<file path="src/rtl/ex_div_ctrl.sv">
// RV32M divide sequencer: one DIV/DIVU/REM/REMU at a time, radix-2 restoring
// divide over XLEN cycles, RISC-V special cases resolved in one cycle.
module ex_div_ctrl #(
  parameter int XLEN  = 32,
  parameter int CNT_W = 6
) (
  input  logic            clk,
  input  logic            rst,
  input  logic            start_i,
  input  logic [2:0]      op_i,
  input  logic [XLEN-1:0] dividend_i,
  input  logic [XLEN-1:0] divisor_i,
  input  logic [4:0]      reg_waddr_i,
  input  logic            flush_i,
  output logic            stall_o,
  output logic            busy_o,
  output logic [XLEN-1:0] result_o,
  output logic            ready_o,
  output logic            reg_we_o,
  output logic [4:0]      reg_waddr_o
);

  typedef enum logic [1:0] {S_IDLE, S_CALC, S_END} state_t;

  localparam logic [XLEN-1:0] MIN_NEG = {1'b1, {(XLEN-1){1'b0}}};

  state_t            state_q, state_d;
  logic [CNT_W-1:0]  cnt_q;
  logic [XLEN-1:0]   rem_q, quo_q, dvs_q, result_q;
  logic              rem_op_q, neg_quo_q, neg_rem_q, ready_q;
  logic [4:0]        waddr_q;

  // Operand decode on the accept cycle; funct3 values outside 110/100/111 act as DIVU
  logic            in_signed, in_rem, dvd_neg, dvs_neg, div_zero, ovf, special, accept;
  logic [XLEN-1:0] dvd_abs, dvs_abs, special_res;

  always_comb begin
    in_signed   = (op_i == 3'b100) || (op_i == 3'b110);
    in_rem      = (op_i == 3'b110) || (op_i == 3'b111);
    dvd_neg     = in_signed & dividend_i[XLEN-1];
    dvs_neg     = in_signed & divisor_i[XLEN-1];
    dvd_abs     = dvd_neg ? -dividend_i : dividend_i;
    dvs_abs     = dvs_neg ? -divisor_i  : divisor_i;
    div_zero    = (divisor_i == '0);
    ovf         = in_signed && (dividend_i == MIN_NEG) && (divisor_i == '1);
    special     = div_zero | ovf;
    accept      = (state_q == S_IDLE) & start_i & ~flush_i;
    special_res = div_zero ? (in_rem ? dividend_i : '1)
                           : (in_rem ? '0 : MIN_NEG);
  end

  // One restoring step: shift {rem,quo}, try subtracting the divisor magnitude
  logic [XLEN:0]   rem_sh, trial;
  logic [XLEN-1:0] rem_n, quo_n, calc_res;
  logic            last;

  always_comb begin
    rem_sh   = {rem_q, quo_q[XLEN-1]};
    trial    = rem_sh - {1'b0, dvs_q};
    rem_n    = trial[XLEN] ? rem_sh[XLEN-1:0] : trial[XLEN-1:0];
    quo_n    = {quo_q[XLEN-2:0], ~trial[XLEN]};
    last     = (cnt_q == CNT_W'(XLEN-1));
    calc_res = rem_op_q ? (neg_rem_q ? -rem_n : rem_n)
                        : (neg_quo_q ? -quo_n : quo_n);
  end

  // State register
  always_ff @(posedge clk or negedge rst) begin
    if (!rst) state_q <= S_IDLE;
    else      state_q <= state_d;
  end

  // Next state; a flush returns to IDLE from anywhere
  always_comb begin
    state_d = state_q;
    case (state_q)
      S_IDLE:  if (accept) state_d = special ? S_END : S_CALC;
      S_CALC:  if (last)   state_d = S_END;
      S_END:   state_d = S_IDLE;
      default: state_d = S_IDLE;
    endcase
    if (flush_i) state_d = S_IDLE;
  end

  // Datapath: latch on accept, iterate in CALC, register the result on END entry
  always_ff @(posedge clk or negedge rst) begin
    if (!rst) begin
      cnt_q     <= '0;
      rem_q     <= '0;
      quo_q     <= '0;
      dvs_q     <= '0;
      result_q  <= '0;
      rem_op_q  <= 1'b0;
      neg_quo_q <= 1'b0;
      neg_rem_q <= 1'b0;
      ready_q   <= 1'b0;
      waddr_q   <= '0;
    end else begin
      ready_q <= (state_d == S_END);
      if (accept) begin
        cnt_q     <= '0;
        rem_q     <= '0;
        quo_q     <= dvd_abs;
        dvs_q     <= dvs_abs;
        rem_op_q  <= in_rem;
        neg_quo_q <= dvd_neg ^ dvs_neg;
        neg_rem_q <= dvd_neg;
        waddr_q   <= reg_waddr_i;
        if (special) result_q <= special_res;
      end else if (state_q == S_CALC) begin
        cnt_q <= cnt_q + CNT_W'(1);
        rem_q <= rem_n;
        quo_q <= quo_n;
        if (last) result_q <= calc_res;
      end
    end
  end

  // Stall holds execute on the accept cycle and through CALC, never in END
  assign stall_o     = accept | ((state_q == S_CALC) & ~flush_i);
  assign busy_o      = (state_q != S_IDLE);
  assign ready_o     = ready_q & ~flush_i;
  assign reg_we_o    = ready_q & ~flush_i;
  assign result_o    = result_q;
  assign reg_waddr_o = waddr_q;

endmodule

</file>
<file path="config.mk">
export PLATFORM = sky130hd
export DESIGN_NAME = ex_div_ctrl
export DESIGN_NICKNAME = d
export VERILOG_FILES = /design/src/rtl/ex_div_ctrl.sv
export SDC_FILE = /design/constraint.sdc
export NUM_CORES = 1
export LEC_CHECK = 0
export BUFFER_PORTS_ARGS = -buffer_cell sky130_fd_sc_hd__buf_2
export CORE_MARGIN = 2
export CORE_UTILIZATION = 48
export DETAILED_ROUTE_END_ITERATION = 6
export MAX_ROUTING_LAYER = met4
export PLACE_DENSITY = 0.67
export SLEW_MARGIN = 20
export SYNTH_ARGS = -nofsm -noshare
export SYNTH_HDL_FRONTEND = slang
export SYNTH_SLANG_ARGS = --single-unit
</file>
<file path="constraint.sdc">
create_clock -name clk -period 9.8 [get_ports clk]
set_input_delay 1.96 -clock clk [delete_from_list [all_inputs] [get_ports clk]]
set_output_delay 1.96 -clock clk [all_outputs]
set_load 0.01 [all_outputs]
</file>
Word level (Yosys, flattened, before mapping)
Cells that the tools add are included.
{"block": "op_classes", "n_reduce_logical": 10, "bitwise": 11, "n_mux": 24, "addsub": 6, "eq_ne": 9}
{"operator": "$mux 32", "n": 17}
{"operator": "$neg 32->32", "n": 4}
{"operator": "$eq 32x32->1 const B", "n": 2}
{"operator": "$sub 33x32->33", "n": 1}
{"operator": "$logic_not 32->1", "n": 1}
{"operator": "$mux 6", "n": 2}
{"operator": "$eq 3x3->1 const B", "n": 3}
{"operator": "$mux 2", "n": 4}
{"operator": "$add 6x1->6 const B", "n": 1}
{"operator": "$and 1x1->1", "n": 6}
{"operator": "$eq 6x5->1 const B", "n": 1}
{"operator": "$reduce_bool 2->1", "n": 3}
{"operator": "$pmux 2 s2", "n": 1}
{"operator": "$reduce_and 3->1", "n": 1}
{"operator": "$eq 2x1->1 const B", "n": 1}
{"operator": "$eq 2x2->1 const B", "n": 1}
{"operator": "$logic_and 1x1->1", "n": 2}
{"operator": "$logic_not 2->1", "n": 1}
{"operator": "$logic_or 1x1->1", "n": 2}
{"operator": "$ne 2x2->1 const B", "n": 1}
{"operator": "$not 1->1", "n": 2}
{"operator": "$or 1x1->1", "n": 2}
{"operator": "$xor 1x1->1", "n": 1}
{"block": "word_totals", "out_inout_bits": 41, "register_bits": 145}

Longest topological paths before layout
{"block": "depth", "word_depth": 10, "ltp_mapped": 26}

Worst setup path before layout
No wires, ideal clock.
{"block": "synth_timing", "kind": "flip-flop to flip-flop", "from": "register quo_q[31]", "to": "register result_q[28] (netlist: result_o[28])", "path_stages_with_launch": 25, "synth_period_minus_slack_ns": 5.369, "path_buffers": 3, "arrival_time_ns": 5.243, "setup_time_ns": 0.126, "setup_slack_ns": 4.431, "required_time_ns": 9.674, "cell_sequence": "dfrtp_1 -> inv_1 -> ha_1 -> inv_1 -> fa_1 -> a211oi_2 -> or3_1 -> a2111o_1 -> a2111oi_4 -> o21a_1 -> buf_4 -> nor2_8 -> inv_4 -> buf_6 -> buf_2 -> mux2i_1 -> ha_1 -> inv_1 -> or3_1 -> nor3_1 -> a21oi_1 -> or4_1 -> o31ai_1 -> mux2i_1 -> a221o_1"}
{"block": "synth_via", "elab_chain_len": 8, "elab_cells_between_ends": 11, "cone_classes": "add/sub: 3; mux: 7; bitwise: 1"}
{"item": "start, declared", "line": "29", "rtl": "logic [XLEN-1:0] rem_q, quo_q, dvs_q, result_q;"}
{"item": "start signal, assigned", "line": "103", "rtl": "quo_q <= dvd_abs;"}
{"item": "start signal, assigned", "line": "113", "rtl": "quo_q <= quo_n;"}
{"item": "$sub 33x32->33", "line": "59", "rtl": "trial = rem_sh - {1'b0, dvs_q};"}
{"item": "$mux 32 / $not 1->1 (equally long branches)", "line": "60, 61"}
{"item": "$neg 32->32, on equally long branches", "line": "63, 64"}
{"item": "$mux 32, on equally long branches", "line": "63, 64"}
{"item": "$mux 32 *", "line": "63", "rtl": "calc_res = rem_op_q ? (neg_rem_q ? -rem_n : rem_n)"}
{"item": "$mux 32 *", "line": "114", "rtl": "if (last) result_q <= calc_res;"}
{"item": "$mux 32 *", "line": "110", "rtl": "end else if (state_q == S_CALC) begin"}
{"item": "$mux 32 *", "line": "100", "rtl": "if (accept) begin"}
{"item": "end signal, assigned", "line": "109", "rtl": "if (special) result_q <= special_res;"}
{"item": "end signal, assigned", "line": "114"}
{"item": "end, declared", "line": "29"}
Every way passes the cells marked *; elsewhere a longest branch is shown, timed or not. The select of a mux whose other input is x is not followed.
A chain may end at the register's enable or synchronous reset.

Worst setup path after layout
Same ends and word-level chain as after synthesis.

==> qor.yml <==
p_leak_uw: 0.005532
synth_simple_gate_area_share_pct: 20.82
power_switching_uw: 2016
setup.worst_path.start_class: "flop"
gp_congestion: 0.9538
intPower_uw: 1907
n_antenna_cell: 0
synth_seq_cells: 145
yosys_warnings: 0
arrival_ns: 6.93
wl_um: 38560
drc_errors: 0
wl_met3_um: 2590
dp_hpwl_um: 28860
htree_levels: 4
cp_slowest_stage_delay_ns: 0.65
vias: 11960
fin_crit_ns: 6.612
outcome: "complete, no violations"
grt_pass1_wl_um: 60710
cp_max_fo: 44
clkTransAtPathRegs_ns: 0.07
clkPwrFrac_pct: 16.7
grtUsageTotal_pct: 30.47
cp.required_ns: 10.12
vias_per_cell: 6.268
synthXorXnorAreaFrac_pct: 9.733
cts-root-buf: "clkbuf_16"
top_layer: "met4"
drtIter0Drc: 1117
multi_input_area_um2: 7697
grt-ovfl-total: 0
clockBufferDepth: 2
skew_ns: 0.02188
synth_cells: 1505
numClockSinks: 145
synthDistinctLibCells: 80
p_per_area_nw_per_um2: 296.6
power.total_uw: 3923
core_um2: 24320
routedWlPerCell_um: 20.21
crit_type: "reg2reg"
synthFlopType: "dfrtp_1"
std_cell_rows: 57
yosys-mux-area-fraction_pct: 2.855
ant_nets: 0
syn-num-nets: 1620
synth_top_family_by_area: "compound AO/OA/AOI/OAI gates"
wl_met1_um: 17070
maxCapViolations: 0
clock_latency_ns: 0.45
setup_viol: 0
wl_met2_um: 17530
synth_edf_count: 0
p_comb_share_pct: 59.6
cp.buffers_inverters: 4
crit_chain: "inv_1 -> ha_1 -> inv_1 -> fa_1 -> a211oi_2 -> or3_1 -> a2111o_1 -> a2111oi_4 -> nor3_2 -> nor2_8 -> inv_4 -> a21oi_1 -> ha_1 -> inv_1 -> or3_1 -> nor3_1 -> a21oi_1 -> or4_1 -> o31ai_1 -> mux2i_1 -> a221o_1"
fillers: 2306
grt_max_degree: 89
yosysSeqAreaShare_pct: 30.55
design.die.area_um2: 26020
fin_tns_setup_ns: 0
area_growth_pct: 11.38
vdd_ir_drop_max_mv: 0.1409
final_nets: 1686
synth_fa_ha_area_share_pct: 4.171
antenna_found_initial: 0
crit_path_end_kind: "flop"
syn_area_um2: 11880
initial_core_util_pct: 48.84
cts_tree: "yes"
finalCritPeriodShare_pct: 67.47
relSlewSlack_pct: 30.84
io_buffers: 116
seq_area_um2: 3628
drive_gt1_share_pct: 12.69
die_w_um: 161.3
rsz0062_at_grt: "no"
cts_setup_buffers: 0
async_reset_ff_share_pct: 100.0
hold_buffers: 0
die_y_um: 161.3
cts_resized: 0
crit_top_cell: "inv_1"
num_io_pins: 117
worstMarginPinSlew_ns: 1.028
syn_avg_cell_area_um2: 7.892
grt_pass1_vias: 10800
drtPass1Iterations: 5
cp_slowest_cell: "nor2_8"
p_sw_share_pct: 51.39
hold_viol: 0
min_path_type: "reg2reg"
seq_power_share_pct: 23.6
critPathTopFamily: "simple AND/OR/NAND/NOR gates"
cts_buffers: 17
synth_compound_area_share_pct: 27.09
fmax_mhz: 151.2
slew_violations: 0
-- power groups by stage --
stage,registers [µW],logic [µW],clock network [µW]
after floorplan,870,1690,0
after global placement,924,2290,0
after detailed placement,929,2290,0
after CTS,921,2300,659
after global routing,943,2560,681
final,927,2340,657
-- routing by layer --
metal  GRT usage (%)  up-vias
li1                -     5650
met1           41.96     5734
met2           46.27      500
met3           3.801       76
met4           11.12        0
met5               -        -
-- flip-flops by register name, summed over array words and instances (netlist names), 2 cells and up --
name         count
cnt_q            6
reg_waddr_o      5
quo_q           32
state_q          2
dvs_q           32
result_o        32
rem_q           32
-- worst register-to-register path, delay by kind of cell (launching register included) --
kind / cells / cell delay, ns
and+or+nand+nor: 6 / 2.42
AOI/OAI and AO/OA: 7 / 2.25
adders and majority gates: 3 / 0.72
buffers and inverters: 4 / 0.58
DFF: 1 / 0.39
muxes: 1 / 0.12
-- synth_stat cells (9+ instances only) --
library cell	n	share of area [%]
dfrtp_1	145	31
o41ai_1	12	0.88
nor4_1	21	1.1
o21ai_0	198	8.3
o211ai_1	13	0.82
o21a_1	10	0.63
a21o_1	13	0.82
clkbuf_1	72	2.3
a211oi_1	9	0.57
and2_1	12	0.63
nand2_1	169	5.3
or4_1	12	0.76
nand4_1	18	0.95
nand3_1	57	2.4
a31oi_1	13	0.68
or2_2	11	0.58
nor2_1	96	3.0
mux2i_1	26	2.2
a22oi_1	35	2.2
nor3_1	34	1.4
xor2_1	61	4.5
or3_1	28	1.5
o31ai_1	29	1.8
inv_1	58	1.8
nor2b_1	9	0.47
ha_1	38	4.0
xnor2_1	71	5.2
nand2b_1	16	0.84
a21oi_1	90	3.8
-- worst paths after layout --
kind / slack (ns) / depth (start not counted) / endpoint / start
max in group asynchronous: 6.79 / 2 / result_o[6]$_DFFE_PN0P_ / rst
worst min register to register: 0.46 / 2 / result_o[8]$_DFFE_PN0P_ / result_o[8]$_DFFE_PN0P_
worst max-delay path: 3.19 / 21 / result_o[28]$_DFFE_PN0P_ / quo_q[31]$_DFFE_PN0P_
min in group asynchronous: 1.55 / 1 / dvs_q[13]$_DFFE_PN0P_ / rst
worst min-delay path: 0.46 / 2 / result_o[8]$_DFFE_PN0P_ / result_o[8]$_DFFE_PN0P_
worst max register to register: 3.19 / 21 / result_o[28]$_DFFE_PN0P_ / quo_q[31]$_DFFE_PN0P_
-- cell usage in the layout (no fill, tap or decap), types with 9 or more instances in the layout --
cell type  instances
inv_1             58
clkbuf_16         17
o21a_1            10
dfrtp_1          145
or4_1             12
o31ai_1           29
o21ai_0          198
buf_4             16
mux2i_1           26
a211oi_1           9
a21oi_1           90
a31oi_1           13
a21o_1            13
a22oi_1           35
or2_2             11
ha_1              38
and2_1            12
xnor2_1           71
xor2_1            61
or3_1             28
nand2b_1          15
o41ai_1           12
nor4_1            21
nand4_1           18
buf_2            115
o211ai_1          13
nand2_1          169
nor3_1            34
nand3_1           57
nor2_1            94
-- cells by family after synthesis --
logic type	count (synthesis)
flops	145
fa+ha+maj	39
simple gates	508
compound gates	504
xor+xnor	132
mux	33
buf+inv	144
-- area by class of cell --
class | instances | share of cell area, %
multi-input cells | 1216 | 58.19
flip-flops and latches | 145 | 27.43
inverters | 59 | 1.693
clock inverters | 15 | 1.069
well taps | 324 | 3.064
clock buffers | 17 | 3.216
repair buffers | 132 | 5.344
-- metrics by stage --
stage	utilization [%]	area, µm²	hold slack (ns)	instances	worst slack, ns
6_report	54.40	13230	0.4627	1908	3.188
5_1_grt	54.40	13230	0.4974	1908	2.811
4_1_cts	54.40	13230	0.4680	1908	3.303
3_5_place_dp	52.07	12660	0.4512	1876	3.313
3_3_place_gp	52.07	12660	0.4461	1876	3.489
2_1_floorplan	-	11880	0.4498	1505	4.431
(Power assumes the default switching activity.)
